`src/rtl/if_fetch_pkg.sv`:
```
// Shared types and constants for the LC-3b instruction-fetch stage.
package if_fetch_pkg;

  typedef enum logic [1:0] {
    IDLE    = 2'd0,
    FETCH   = 2'd1,
    HOLD    = 2'd2,
    DISCARD = 2'd3
  } if_fetch_state_t;

  localparam logic [15:0] LC3B_PC_INCR     = 16'd2;
  localparam logic [15:0] DEFAULT_RESET_PC = 16'h0000;

endpackage

```
`src/rtl/if_fetch_unit.sv`:
```
// LC-3b IF stage: owns the PC, issues instruction reads, bypasses responses
// straight into IF/ID, parks one instruction under stall and squashes the
// in-flight read when a redirect lands mid-transaction.
module if_fetch_unit
  import if_fetch_pkg::*;
#(
  parameter logic [15:0] RESET_PC = DEFAULT_RESET_PC
) (
  input  logic        clk,
  input  logic        rst_n,
  output logic [15:0] imem_address,
  output logic        imem_read,
  input  logic        imem_resp,
  input  logic [15:0] imem_rdata,
  input  logic        stall,
  input  logic        redirect_valid,
  input  logic [15:0] redirect_pc,
  output logic [15:0] if_plus2_out,
  output logic [15:0] if_instr_out,
  output logic        if_id_load
);

  if_fetch_state_t state, state_n;
  logic [15:0] pc, pc_n;
  logic [15:0] hold_buf, hold_buf_n;
  logic [15:0] tgt, tgt_n;
  logic [15:0] rpc;
  logic [15:0] pc_plus2;

  // Instruction addresses are halfword aligned; drop bit 0 of the target.
  assign rpc      = {redirect_pc[15:1], 1'b0};
  assign pc_plus2 = pc + LC3B_PC_INCR;

  assign imem_address = pc;
  assign if_plus2_out = pc_plus2;

  // State, PC, hold buffer and pending redirect target.
  always_ff @(posedge clk or negedge rst_n) begin
    if (!rst_n) begin
      state    <= IDLE;
      pc       <= RESET_PC;
      hold_buf <= 16'h0000;
      tgt      <= 16'h0000;
    end else begin
      state    <= state_n;
      pc       <= pc_n;
      hold_buf <= hold_buf_n;
      tgt      <= tgt_n;
    end
  end

  // Next-state and output decode; redirect always outranks stall/delivery.
  always_comb begin
    state_n      = state;
    pc_n         = pc;
    hold_buf_n   = hold_buf;
    tgt_n        = tgt;
    imem_read    = 1'b0;
    if_id_load   = 1'b0;
    if_instr_out = hold_buf;
    unique case (state)
      IDLE: state_n = FETCH;
      FETCH: begin
        imem_read = 1'b1;
        if (redirect_valid && imem_resp) begin
          pc_n = rpc;
        end else if (redirect_valid) begin
          // Read must complete at the old address; remember where to go.
          tgt_n   = rpc;
          state_n = DISCARD;
        end else if (imem_resp && !stall) begin
          if_instr_out = imem_rdata;
          if_id_load   = 1'b1;
          pc_n         = pc_plus2;
        end else if (imem_resp) begin
          hold_buf_n = imem_rdata;
          state_n    = HOLD;
        end
      end
      HOLD: begin
        if (redirect_valid) begin
          pc_n    = rpc;
          state_n = FETCH;
        end else if (!stall) begin
          if_id_load = 1'b1;
          pc_n       = pc_plus2;
          state_n    = FETCH;
        end
      end
      DISCARD: begin
        imem_read = 1'b1;
        if (imem_resp) begin
          pc_n    = redirect_valid ? rpc : tgt;
          state_n = FETCH;
        end else if (redirect_valid) begin
          tgt_n = rpc;
        end
      end
      default: state_n = IDLE;
    endcase
  end

endmodule

```
`config.mk`:
```
export PLATFORM = sky130hd
export DESIGN_NAME = if_fetch_unit
export DESIGN_NICKNAME = d
export VERILOG_FILES = /design/src/rtl/if_fetch_pkg.sv /design/src/rtl/if_fetch_unit.sv
export SDC_FILE = /design/constraint.sdc
export NUM_CORES = 1
export LEC_CHECK = 0
export CAP_MARGIN = 15
export CELL_PAD_IN_SITES_DETAIL_PLACEMENT = 0
export CELL_PAD_IN_SITES_GLOBAL_PLACEMENT = 1
export CORE_MARGIN = 2
export CORE_UTILIZATION = 39
export CTS_CLUSTER_SIZE = 20
export DETAILED_ROUTE_END_ITERATION = 7
export PLACE_DENSITY = 0.95
export SLEW_MARGIN = 20
export SYNTH_ARGS = -nofsm -noshare
export SYNTH_HDL_FRONTEND = slang
export SYNTH_SLANG_ARGS = --single-unit
```
`constraint.sdc`:
```
create_clock -name clk -period 4.5 [get_ports clk]
set_clock_uncertainty 0.2 [all_clocks]
set_input_delay 0.45 -clock clk [delete_from_list [all_inputs] [get_ports clk]]
set_output_delay 0.45 -clock clk [all_outputs]
set_load 0.01 [all_outputs]
```
Word-level counts from Yosys, hierarchy flattened:

Cells that the tools add are included.

* flip-flop bits (word level): 50
* input port bits: 37
* output and inout port bits: 50

* multiplexer cells: 30
* bitwise operators: 3
* $add $sub $neg: 1
* reduce and logical (&&, ||, !) cells: 11
* equal/unequal tests: 11

Operators with widths (count)
* 16-bit 2-to-1 mux: 13
* 16-bit case mux with 3 select lines: 1
* 16-bit case mux with 2 select lines: 1
* 16-bit by 2-bit adder with 16-bit output (second input constant): 1
* 3-bit != test (second input constant): 5
* 5-bit AND reduction: 3
* 2-bit 2-to-1 mux: 7
* 2-bit case mux with 4 select lines: 1
* 1-bit 2-to-1 mux: 6
* 2-bit != test (second input constant): 3
* 2-bit == test (second input constant): 2
* 1-bit NOT: 3
* 3-bit AND reduction: 1
* 3-bit nonzero test: 1
* 2-bit by 1-bit == test with 1-bit output (second input constant): 1
* 1-bit logical AND: 2
* 2-bit logical NOT: 1
* 1-bit case mux with 2 select lines: 1
* 2-bit nonzero test: 1
* 2-bit OR reduction: 1
* 1-bit logical NOT: 1

Longest topological paths before layout:

* depth in word-level cells: 6
* depth in mapped cells: 8

Worst setup path after synthesis:

No wires, ideal clock.

* path kind: flip-flop to output port
* from: register state[1]
* to: output if_instr_out[10]
* data required time: 3850 ps
* setup slack: 2024 ps
* cell stages (with the launch flop): 8
* data arrival time: 1826 ps
* cells stage by stage: dfrtp_1 inv_1 ha_1 clkbuf_1 nand2_1 nor3_2 buf_2 mux2_2

* longest elaborated chain between the ends: 2

Ends and longest elaborated chain
* start, declared: line if_fetch_unit.sv:23 `if_fetch_state_t state, state_n;`
* start signal, assigned: line if_fetch_unit.sv:45 `state <= state_n;`
* 2-bit by 1-bit == test with 1-bit output: line if_fetch_unit.sv:61 `unique case (state)`
* 16-bit 2-to-1 mux: line if_fetch_unit.sv:61
* end, declared: line if_fetch_unit.sv:19 `output logic [15:0] if_instr_out,`

Every way passes these cells.

Final worst setup path:

* from: register pc[1], in the netlist imem_address[1]
* to: output if_plus2_out[15]

* longest elaborated chain between the ends: 1

Ends and longest elaborated chain
* start, declared: line if_fetch_unit.sv:24 `logic [15:0] pc, pc_n;`
* start signal, assigned: line if_fetch_unit.sv:46 `pc <= pc_n;`
* 16-bit by 2-bit adder with 16-bit output: line if_fetch_unit.sv:32 `assign pc_plus2 = pc + LC3B_PC_INCR;`
* end, declared: line if_fetch_unit.sv:18 `output logic [15:0] if_plus2_out,`

Every way passes these cells.

==> impl_metrics.tcl <==
set metrics [dict create \
    status "finished, final reports clean" \
    max_freq_mhz 309 \
    yosysTopAreaCellShare_pct 43.7 \
    synth-seq-cells 50 \
    period_share_pct 71.9 \
    fin_nets 376 \
    irDropWorstVdd_v 0.000378 \
    synthFlopType "dfrtp_1" \
    cts_buffer_depth 2 \
    crit_required_ns 3.85 \
    postCtsSetupBuffers 0 \
    routed-via-count 2434 \
    final_antenna_net_count 0 \
    whs_ns 0.0379 \
    crit_slowest_cell "nor4_1" \
    synthTopCellsByArea "dfrtp_1 (44%), mux2_2 (19%), a22o_1 (3.7%), xnor2_1 (2.4%), o2bb2ai_1 (2.1%)" \
    gr-total-overflow 0 \
    syn_to_final_growth_pct 35.7 \
    critical-path-top-delay-family "simple AND/OR/NAND/NOR gates" \
    cts_tree "built" \
    yosys.area.top_type "dfrtp_1" \
    synth_fp_nets 298 \
    avgSynthCellArea_um2 11.1 \
    drive_gt1_share_pct 21.4 \
    antenna_cells 0 \
    antenna_found_initial 0 \
    drt_iter0_markers 138 \
    arrival_ns 2.59 \
    setup_violations 0 \
    ys.warnings.count 0 \
    floorplan.initialDensity_pct 39.9 \
    io_pins 87 \
    grt_pass1_wl_mm 12.1 \
    finalMaxSlewViolations 0 \
    power_density_nw_per_um2 680 \
    grt_start_max_net_pins 51 \
    io_buffers 85 \
    grt_setup_unrepaired "false" \
    synth_cells 257 \
    wire_per_inst_um 17.2 \
    drc 0 \
    clkTransAtPathRegs_ns 0.09 \
    first_pass_iters 5 \
    synth.distinct_cells 42 \
    setup_total_negative_slack_ns 0 \
    cts-hold-fix-buffers 0 \
    cpPeakStageDelay_ns 0.56 \
    cts_buffers 5 \
    grt_pass1_vias 2388 \
    die_x_um 89.7 \
    synth-edff-count 0 \
    ctsResizeCount 0 \
    finalCriticalPeriod_ns 3.24 \
    syn_area_um2 2870 \
    critPathLaunchType "flop" \
    die_height_um 89.7 \
    crit_type "reg2out" \
    cts-root-buf "clkbuf_8" \
    holdCritPathClass "in2async" \
    die_area_um2 8050 \
    ys_seq_area_share_pct 43.7 \
    slew_headroom_pct 41.8 \
    clock_sinks 50 \
    htreeDepth 2 \
    placed_cells 427 \
    grt_usage_pct 18.4 \
    path_cells "ha_1, nand4_1, nor4_1, xor2_1, clkdlybuf4s50_1" \
    layoutNonFillerInstCount 435 \
    async_flop_share_pct 100 \
    total_leakage_power_uw 0.00154 \
    crit_buf_inv 1 \
    fp.coreArea_um2 7180 \
    gp_congestion 0.847 \
    wirelength_mm 7.50 \
    power_uw 2640 \
    drv_cap 0 \
    crit_path_max_fanout 5 \
    vias_per_cell 5.60 \
    tightest_slew_ns 0.870 \
    num_rows 31 \
    hold_violations 0 \
    endpoint_kind "primary output" \
    hpwl_mm 5.37 \
    clk_latency_ns 0.30 \
]
## final timing paths
| path | from | end | slack (ns) | cells past startpoint |
|---|---|---|---|---|
| setup / recovery | imem_address[1] | if_plus2_out[15] | 1.26 | 5 |
| hold / removal | rst_n | tgt[2] | 0.04 | 2 |
| setup reg to reg | state[0] | imem_address[14] | 1.98 | 6 |
| hold reg to reg | hold_buf[0] | hold_buf[0] | 0.31 | 1 |
| max in group asynchronous | rst_n | hold_buf[9] | 3.62 | 2 |
| min in group clk | hold_buf[0] | hold_buf[0] | 0.31 | 1 |
## report_power, final
part,leakage (uW),total (uW),switching [uW],internal [uW]
logic,0.000883,1450,632,820
clock network,0.0000579,319,155,164
registers,0.000601,872,208,664
total,0.00154,2640,995,1650
## worst register-to-register path: stages, from the launching register on
cell and delay (ns):
dfrtp_1 0.42, inv_1 0.07, ha_1 0.28, nor2b_1 0.49
and3_1 0.48, nor2_1 0.27, o22ai_2 0.23
## Yosys cell counts, types with 2 or more instances
master      n
a21oi_1    10
a222oi_1    6
a22o_1     12
a22oi_1     7
a31oi_1     2
buf_2       8
clkbuf_1    7
dfrtp_1    50
ha_1        4
inv_1       8
mux2_2     48
nand2_1     9
nand3_1     5
nand4_1     2
nor2_1      4
nor2b_1     5
nor3_1      9
nor4_1      4
o21ai_0     3
o22ai_1     6
o2bb2ai_1   7
o31a_1      2
o31ai_1     4
or2_2       5
or4_4       2
xnor2_1     8
xor2_1      5
## per-stage QoR
stage / worst slack (ns) / utilization, % / instance area [um2]
2_1_floorplan: 2.02 / - / 2870
3_3_place_gp: 1.36 / 52.7 / 3780
3_5_place_dp: 1.34 / 52.7 / 3780
4_1_cts: 1.25 / 54.2 / 3890
5_1_grt: 1.08 / 54.2 / 3890
6_report: 1.26 / 54.2 / 3890
## cell families (layout without fill, tap and decap cells)
kind of cell / Yosys count / in the layout / share of synthesized area [%]
buffers and inverters: 25 / 104 / 3.80
and+or+nand+nor: 53 / 53 / 10.9
xor gates and xnor gates: 13 / 13 / 3.97
adders and majority gates: 4 / 4 / 1.75
AOI/OAI and AO/OA: 63 / 63 / 16.7
DFF: 50 / 50 / 43.7
muxes: 49 / 49 / 19.2
## cells in the final DEF, fill, tap and decap left out, drive strengths merged
master,instances
or3b,1
xor2,5
nor3,10
and2b,1
nor4,4
a21oi,11
a22oi,7
o31ai,4
bufinv,1
xnor2,8
clkbuf,5
o31a,2
and3,1
mux2,48
inv,8
nor2b,5
nor3b,1
o22ai,7
and3b,1
a31oi,2
nor2,4
o2bb2ai,7
clkinv,2
nand4,3
a21o,1
o21a,1
mux2i,1
dfrtp,50
buf,4
a222oi,6
or4,2
o21ai,3
clkdlybuf4s50,84
nand2,9
nand3,6
or2,5
a22o,12
ha,4
## sequential cells by signal (all words and copies together), names as in the netlist
register,count
imem_address,16
tgt,16
state,2
hold_buf,16
## area by class of cell
type | count | area (um2)
Sequential cell | 50 | 1250
Inverter | 8 | 30.0
Clock buffer | 5 | 68.8
Tap cell | 99 | 124
Timing Repair Buffer | 88 | 868
Multi-Input combinational cell | 182 | 1510
Fill cell | 642 | 3290
Clock inverter | 3 | 40.0
## routing by layer
layer	part of all wire [%]	track usage, %	up-vias	routed length, um
li1	-	-	1123	-
met1	44	25.6	1227	3310
met2	50	29.7	80	3750
met3	5.1	3.10	4	382
met4	0.81	5.38	0	61
met5	0	0	-	0
Note: power is estimated with default switching activity, not from simulation.
